**config.mk**
```make
export PLATFORM = sky130hd
export DESIGN_NAME = nway_logic_reduce
export DESIGN_NICKNAME = d
export VERILOG_FILES = /design/src/rtl/nway_logic_reduce.sv
export SDC_FILE = /design/constraint.sdc
export NUM_CORES = 1
export LEC_CHECK = 0
export CAP_MARGIN = 25
export CELL_PAD_IN_SITES_DETAIL_PLACEMENT = 0
export CELL_PAD_IN_SITES_GLOBAL_PLACEMENT = 1
export CORE_MARGIN = 5
export CORE_UTILIZATION = 31
export CTS_BUF_LIST = sky130_fd_sc_hd__clkbuf_8
export CTS_CLUSTER_SIZE = 20
export DETAILED_ROUTE_END_ITERATION = 10
export PLACE_DENSITY = 0.7
export SLEW_MARGIN = 30
export SYNTH_ARGS = -nofsm -noshare
export SYNTH_HDL_FRONTEND = slang
export SYNTH_SLANG_ARGS = --single-unit
```
**constraint.sdc**
```tcl
create_clock -name clk -period 1.35 [get_ports clk]
set_clock_uncertainty 0.2 [all_clocks]
set_input_delay 0.27 -clock clk [delete_from_list [all_inputs] [get_ports clk]]
set_output_delay 0.27 -clock clk [all_outputs]
set_load 0.02 [all_outputs]
```
**src/rtl/nway_logic_reduce.sv**
```systemverilog
// nway_logic_reduce
//   N-input reduction gate (AND/OR/XOR/NAND/NOR/XNOR/majority) with a
//   PIPE_STAGES-deep elastic output pipeline and full valid/ready backpressure.
//   Optional feature macro: LOGIC_REDUCE_HITCNT_EN adds hit_clr/hit_count, a
//   saturating 16-bit count of delivered results with out_y=1.

module nway_logic_reduce #(
    parameter int N_IN        = 3,
    parameter int PIPE_STAGES = 2
) (
    input  logic            clk,
    input  logic            rst,
    input  logic            in_valid,
    output logic            in_ready,
    input  logic [N_IN-1:0] in_data,
    input  logic [2:0]      in_op,
    output logic            out_valid,
    input  logic            out_ready,
    output logic            out_y,
    output logic [2:0]      out_op,
    output logic            out_err,
    output logic            busy
`ifdef LOGIC_REDUCE_HITCNT_EN
    ,
    input  logic            hit_clr,
    output logic [15:0]     hit_count
`endif
);

    typedef enum logic [2:0] {
        OP_AND  = 3'b000,
        OP_OR   = 3'b001,
        OP_XOR  = 3'b010,
        OP_NAND = 3'b011,
        OP_NOR  = 3'b100,
        OP_XNOR = 3'b101,
        OP_MAJ  = 3'b110,
        OP_RSVD = 3'b111
    } op_e;

    localparam int P   = PIPE_STAGES;
    localparam int PCW = $clog2(N_IN + 1);
    // Majority threshold: strictly more than half, so an even-width tie gives 0.
    localparam logic [PCW-1:0] HALF = PCW'(N_IN / 2);

    // ------------------------------------------------------------------
    // Combinational reduction of the incoming operand vector
    // ------------------------------------------------------------------
    logic [PCW-1:0] ones;
    logic           all_ones;
    logic           any_one;
    logic           parity;
    logic           maj;
    logic           res_y;
    logic           res_err;

    // Population count of the operand vector for the majority vote.
    always_comb begin
        ones = '0;
        for (int i = 0; i < N_IN; i++) begin
            ones = ones + PCW'(in_data[i]);
        end
    end

    assign all_ones = &in_data;
    assign any_one  = |in_data;
    assign parity   = ^in_data;
    assign maj      = (ones > HALF);

    // Opcode decode into the result bit and the reserved-opcode flag.
    always_comb begin
        // NOTE: every output of this block gets a default first, so no path
        // through the case can leave a value unassigned and infer a latch.
        res_y   = 1'b0;
        res_err = 1'b0;
        case (op_e'(in_op))
            OP_AND:  res_y = all_ones;
            OP_OR:   res_y = any_one;
            OP_XOR:  res_y = parity;
            OP_NAND: res_y = ~all_ones;
            OP_NOR:  res_y = ~any_one;
            OP_XNOR: res_y = ~parity;
            OP_MAJ:  res_y = maj;
            default: res_err = 1'b1;
        endcase
    end

    // ------------------------------------------------------------------
    // Elastic pipeline
    // ------------------------------------------------------------------
    logic [P-1:0] stg_v;
    logic [P-1:0] stg_y;
    logic [P-1:0] stg_err;
    logic [2:0]   stg_op [P];
    logic [P-1:0] adv;
    logic [P-1:0] ld;

    // Advance chain from the output back to stage 0: a stage moves on when
    // the stage ahead of it is empty or itself moving on.
    always_comb begin
        logic chain;
        chain      = out_ready;
        adv        = '0;
        adv[P-1]   = chain;
        for (int k = P - 2; k >= 0; k--) begin
            chain  = ~stg_v[k+1] | chain;
            adv[k] = chain;
        end
    end

    // A stage can take new content when it is empty or its content leaves.
    assign ld       = ~stg_v | adv;
    assign in_ready = ld[0];

    // Stage registers: valid bits always move, payload only with a valid item.
    always_ff @(posedge clk or posedge rst) begin
        if (rst) begin
            // NOTE: the payload is reset along with the valids because the
            // outputs are driven straight from the last stage and must read
            // zero after reset.
            stg_v   <= '0;
            stg_y   <= '0;
            stg_err <= '0;
            for (int k = 0; k < P; k++) begin
                stg_op[k] <= 3'b000;
            end
        end else begin
            // NOTE: non-blocking assignments so every stage samples the
            // pre-edge value of the stage behind it.
            if (ld[0]) begin
                stg_v[0] <= in_valid;
                if (in_valid) begin
                    stg_y[0]   <= res_y;
                    stg_err[0] <= res_err;
                    stg_op[0]  <= in_op;
                end
            end
            for (int k = 1; k < P; k++) begin
                if (ld[k]) begin
                    stg_v[k] <= stg_v[k-1];
                    if (stg_v[k-1]) begin
                        stg_y[k]   <= stg_y[k-1];
                        stg_err[k] <= stg_err[k-1];
                        stg_op[k]  <= stg_op[k-1];
                    end
                end
            end
        end
    end

    assign out_valid = stg_v[P-1];
    assign out_y     = stg_y[P-1];
    assign out_err   = stg_err[P-1];
    assign out_op    = stg_op[P-1];
    assign busy      = |stg_v;

`ifdef LOGIC_REDUCE_HITCNT_EN
    // Saturating count of delivered results with y=1; clear beats increment.
    always_ff @(posedge clk or posedge rst) begin
        if (rst) begin
            hit_count <= 16'h0000;
        end else if (hit_clr) begin
            hit_count <= 16'h0000;
        end else if (out_valid && out_ready && out_y && (hit_count != 16'hFFFF)) begin
            hit_count <= hit_count + 16'h0001;
        end
    end
`endif

endmodule

```
== After elaboration in Yosys (flattened, before gate mapping) ==
Cells that the tools add are included.
Cells by class
  add/subtract/negate cells: 2
  magnitude comparators: 1
  eq/ne operators: 6
  multiplexer cells: 2
  bitwise operators: 7
  reductions and logical operators: 8
Operators by type and width (count)
  $eq 3x3->1 const B: 3
  $pmux 1 s7: 1
  $reduce_or 7->1: 1
  $eq 3x2->1 const B: 2
  $not 1->1: 4
  $reduce_and 2->1: 2
  $eq 3x1->1 const B: 1
  $logic_not 3->1: 1
  $reduce_and 3->1: 1
  $reduce_or 3->1: 1
  $reduce_xor 3->1: 1
  $add 1x1->2: 1
  $add 2x1->2: 1
  $gt 2x1->1 const B: 1
  $not 2->2: 1
  $or 2x2->2: 1
  $reduce_or 2->1: 1
  $mux 1: 1
  $or 1x1->1: 1
Storage, ports and cells
  register bits after elaboration: 12
  input port bits: 10

== Depth between registers and ports, before layout ==
Gate-level depths: netlist of run 1.
  word-level depth: 4
  gate-level depth with buffers: 6

== Worst setup path before layout of run 1 ==
Ideal clock, no wire load.
  path type: reg-to-reg
  from: register stg_v[1]
  to: register stg_op[3] (netlist name)
  library setup time: 0.125 ns
  data arrival time: 1.335 ns
  required time: 1.025 ns
  setup slack: -0.309 ns
  stages on the path, launching flop included: 4
  buffers on the path: 0
  cell sequence: dfrtp_1 nand3b_1 nand2_1 mux2_2
Between the ends
  longest elaborated chain between the ends: 4
RTL lines
  start, declared: RTL line 91  | logic [P-1:0] stg_v;
  start signal, assigned by index: RTL line 140  | stg_v[k] <= stg_v[k-1];
  $not 1->1: RTL line 106  | chain = ~stg_v[k+1] | chain;
  $or 1x1->1: RTL line 106
  $or 2x2->2: RTL line 112  | assign ld = ~stg_v | adv;
  via in_ready: RTL line 14  | output logic in_ready,
  $reduce_and 2->1 (no line)
  end signal, assigned by index: RTL line 144  | stg_op[k] <= stg_op[k-1];
  end, declared: RTL line 94  | logic [2:0] stg_op [P];
The timed path passes the listed nets, and every way through them passes these cells.
A chain may end at the register's enable or synchronous reset.

== Worst setup path in the final report of run 1 ==
  from: register stg_v[0]
  to: output port busy
Between the ends
  longest elaborated chain between the ends: 1
RTL lines
  start signal, assigned: RTL line 131  | stg_v[0] <= in_valid;
  start signal, assigned by index: RTL line 140
  $reduce_or 2->1: RTL line 155  | assign busy = |stg_v;
  end, declared: RTL line 22  | output logic busy
No other way between the ends.

==> out/results.ini, run 1 <==
[logic_synthesis]
ys_types=21
synth_cells=54
ys_ff_latch=12
seq_area_frac_synth_pct=48.8
yosys_warnings=0
synth_area_um2=616
syn-num-nets=67
syn_area_per_cell_um2=11.4

[sta]
fmax_mhz=673
rsz0062_at_grt=true
tightest_slew_ps=262
relSlewSlack_pct=82.5
fin_ws_ps=-137
hold_viol_final=0
min_period_ps=1490
setup_viol=5
period_share_pct=110
drv_slew=0

[final_layout]
utilization_pct=48.7
area_growth_pct=52.0
n_fill_cell=207
drive_gt1_share_pct=47.6
antenna_cells=0
fin_nets=96

[route]
first_iter_violations=1
wire_per_inst_um=10.8
firstDrtPassIters=3
vias=476
final_antenna_net_count=0
vias_per_cell=4.37
drcViolationCount=0
routed_wl_um=1170

[worst_setup_path]
cp.required_ps=880
cp-start-kind=flip-flop
end_kind=primary output
path_class=flip-flop to primary output
cp.arrival_ps=1020
worstPathMaxFanout=3

[power]
p_total_mw=1.08
p_per_area_nw_per_um2=1150
cellLeakagePower_nw=0.443
peakVddDrop_v=0.000395

[clock_network]
cts_tree=built
clock-sinks=12
htreeDepth=1
clkTransAtPathRegs_ps=50
cts_root_buffer=clkbuf_8
cts_made_buffers=3
clk_latency_ps=240
cts.path.max_buffers=2
ctsHoldBuffers=0

[floorplan]
coreArea_um2=1920
die-area_um2=2980
chipWidth_um=54.6
row_count=16
die_y_um=54.6
start_util_pct=32.0
pin_count=18

[grt]
antenna_found_initial=0
grt_overflow=0
grt_start_max_net_pins=13
grt_pass1_vias=489
grt_pass1_wl_um=1940
grtUsageTotal_pct=9.06

[place]
hpwl_um=901
portBuffers=17
place.gp.congestion=0.695
pre_cts_ws_ps=-700

[outcome]
outcome=finished, violations left
violations=setup timing

[min_path]
min_path_type=input port to async pin

[flow_run]
drv_cap=0

repair_timing:
action / CTS / global route
endpoints found under the setup margin: 18 / 18
resized for setup: 53 / 12
pin swaps: 6 / 5
setup buffers: 1 / 1
power breakdown:
| group | switching [mW] | internal (mW) | total [mW] |
|---|---|---|---|
| combinational | 0.148 | 0.155 | 0.304 |
| sequential | 0.0286 | 0.422 | 0.450 |
| clock | 0.122 | 0.199 | 0.322 |
Yosys cell counts (all sizes together):
master | count | area [µm²]
nand2b | 5 | 33.8
nor2 | 1 | 3.75
mux2 | 7 | 78.8
nand3b | 1 | 7.51
fa | 1 | 20.0
a21o | 1 | 7.51
a31oi | 1 | 6.26
a211oi | 1 | 7.51
a2111oi | 1 | 15.0
buf | 3 | 22.5
ha | 2 | 25.0
nor3b | 1 | 7.51
mux2i | 1 | 10.0
dfrtp | 12 | 300
a21oi | 3 | 15.0
or2 | 1 | 6.26
nand3 | 1 | 5.00
nand2 | 5 | 18.8
inv | 4 | 15.0
o21ai | 2 | 10.0
worst max-delay path, stage by stage, from the launching register on:
cell     delay, ps
dfrtp_1        400
or2_4          250
buf_6          130
through the flow:
stage / TNS [ps] / area [µm²] / cells / hold WS (ps)
floorplan: -511 / 632 / 54 / -65.4
global placement: -5200 / 873 / 103 / 268
detailed placement: -5110 / 873 / 103 / 276
CTS: -326 / 947 / 108 / 126
global route: -428 / 936 / 109 / 176
finish: -273 / 936 / 109 / 118
metal layers:
layer  GRT usage, %  vias up  part of all wire (%)
li1               -      234                     -
met1           10.1      220                    39
met2           15.3       18                    49
met3           1.91        4                   8.3
met4           6.22        0                   2.9
met5              0        -                     0
cells in the final DEF, fill, tap and decap left out, drive strengths merged, types with 2 or more instances in the layout:
master and count:
clkdlybuf4s50 3, dlygate4sd2 3, mux2 7, nand2 5
inv 5, ha 2, dfrtp 12, a21oi 3
clkbuf 3, nand2b 5, buf 21, o21ai 2
cell type report:
type	count	area [µm²]	share of cell area (%)
clock buffers	3	41.3	4.41
clock inverters	1	3.75	0.401
inverters	4	15.0	1.60
multi-input cells	35	314	33.6
flip-flops and latches	12	302	32.2
well taps	27	33.8	3.61
repair buffers	27	226	24.2
worst paths after layout:
check                           depth (start not counted)      start    endpoint  slack, ps
min in group clk                                        3  out_ready    stg_v[1]        270
worst max-delay path                                    2   stg_v[0]        busy       -140
worst min register to register                          2  stg_op[4]   stg_op[4]        290
worst min-delay path                                    3        rst  stg_err[0]        120
worst max register to register                          4   stg_v[1]   stg_op[3]        -20
max in group asynchronous                               3        rst    stg_v[1]        670
logic make-up (layout without fill, tap and decap cells):
kind of cell	Yosys count	after routing	synth area share, %
simple gates	15	15	13.4
fa+ha+maj	3	3	7.32
buf+inv	7	35	6.10
compound gates	9	9	9.96
flops	12	12	48.8
mux	8	8	14.4
registers in the layout, summed over array words and instances (netlist names):
register and count:
stg_op 3, stg_err 2, out_op 3, stg_v 2, stg_y 2
Note: power is estimated with default switching activity, not from simulation.
==> inputs of run 2 (changes only) <==
Clock period 1.35 ns to 1.2 ns, I/O delays scaled along.
==> run 2 against run 1 <==
Effect of this change:
- the run still ends with setup timing left
- critical path type unchanged
- routed wire length grew 4.0%
- utilization grew 7.7 points
- power rose by 29%
- largest power group unchanged
- non-clock buffer count up 8
- highest routed layer unchanged
- first-iteration DRC count grew 100%
- via count is 5.0% higher
- setup slack worse by 110 ps
- worst hold slack worse by 28 ps
- sequential power increased by 15%
- register-to-register slack got worse by 130 ps
- die area is the same
- cell area increased by 16%
==> out/results.ini, run 2 (synthesized netlist as in run 1, its figures left out) <==
[clock_network]
clkTransAtPathRegs_ps=50
htreeDepth=1
cts_tree=built
clk_latency_ps=230
cts.path.max_buffers=2
cts_made_buffers=3
cts_root_buffer=clkbuf_8
clock-sinks=12

[floorplan]
coreArea_um2=1920
start_util_pct=32.0
chipWidth_um=54.6
row_count=16
die_y_um=54.6
pin_count=18
die-area_um2=2980

[worst_setup_path]
cp.required_ps=760
cp.arrival_ps=1000
r2r_start=stg_v[1]
worstPathMaxFanout=3
path_class=flip-flop to primary output
timing.rr.end=stg_op[3]
ff2ff_setup_slack_ps=-150
end_kind=primary output
cp-start-kind=flip-flop
r2r_cells=4

[route]
first_iter_violations=2
routed_wl_um=1220
vias_per_cell=4.27
vias=500
final_antenna_net_count=0
wl_met2_um=629
firstDrtPassIters=2
wl_met3_um=69
drcViolationCount=0
wl_met1_um=485
top_layer=met4
wire_per_inst_um=10.4

[min_path]
min_path_type=input port to async pin

[final_layout]
antenna_cells=0
drive_gt1_share_pct=57.8
final_common_cell=buf_4
fin_nets=104
area_growth_pct=76.2
final_cell_mix=15 x buf_4, 12 x buf_6, 11 x dfrtp_1

[power]
p_per_area_nw_per_um2=1280
p_total_mw=1.39
peakVddDrop_v=0.000604
cellLeakagePower_nw=0.535

[place]
portBuffers=17
pre_cts_ws_ps=-834
place.gp.congestion=0.706
hpwl_um=925

[sta]
final.setup.tns_ps=-1890
min_period_ps=1440
period_share_pct=120
fin_ws_ps=-244
setup_viol=13
fmax_mhz=692
tightest_slew_ps=281
hold_viol_final=0
relSlewSlack_pct=81.2
rsz0062_at_grt=true
drv_slew=0

[outcome]
violations=setup timing
outcome=finished, violations left

[grt]
grtUsageTotal_pct=10.0
grt_pass1_wl_um=2080
grt_start_max_net_pins=13
antenna_found_initial=0
grt_pass1_vias=527
grt_overflow=0

[flow_run]
drv_cap=0

-- run 2: cell types whose count changed in the layout (fill, tap and decap cells not counted), moves of 2 or more --
cell / previous run / this run
buf_6: 6 / 12
nand2_1: 3 / 1
buf_4: 7 / 15
mux2_2: 5 / 0
buf_2: 7 / 1
nand2b_4: 0 / 3
mux2_4: 2 / 7
nand2b_1: 4 / 2
-- run 2: layout make-up --
cell class              count  area (µm²)
fillers                   178         837
clock buffers               3        41.3
repair buffers             35         324
well taps                  27        33.8
flip-flops and latches     12         302
inverters                   4        15.0
clock inverters             1        3.75
multi-input cells          35         365
-- run 2: metal layers --
layer	vias up	GRT usage, %
met5	-	0
met4	0	9.96
met3	4	1.63
met2	16	15.3
met1	227	11.5
li1	253	-
-- run 2: worst max path at each step --
stage                     startpoint        end  slack, ps  cells after the start
final                       stg_v[0]       busy       -240                      2
after global routing        stg_v[1]       busy       -270                      2
after detailed placement  in_data[0]   stg_y[0]       -830                      6
after global placement    in_data[0]   stg_y[0]       -790                      6
after CTS                   stg_v[1]       busy       -250                      2
after floorplan             stg_v[1]  stg_op[3]       -330                      3
-- run 2: timing repair --
item,CTS,global route
endpoints found under the setup margin,18,19
hold buffers,0,0
gates resized for setup,76,7
pin swaps,6,6
buffers inserted,3,1
-- run 2: critical path, stage by stage (launching register included) --
cell and delay [ps]:
dfrtp_1 390, or2_4 250, buf_6 130
-- run 2: stage by stage --
step	instance area, µm²	utilization, %	std cells	hold slack, ps
2_1_floorplan	653	-	54	-95.4
3_3_place_gp	947	49.3	110	265
3_5_place_dp	947	49.3	110	273
4_1_cts	1050	54.6	117	97.6
5_1_grt	1080	56.4	117	120
6_report	1080	56.4	117	90.9
-- run 2: power breakdown --
group,switching [mW],leakage [nW],total (mW),internal [mW]
registers,0.0442,0.142,0.519,0.475
logic,0.192,0.366,0.515,0.323
clock network,0.134,0.0269,0.358,0.224
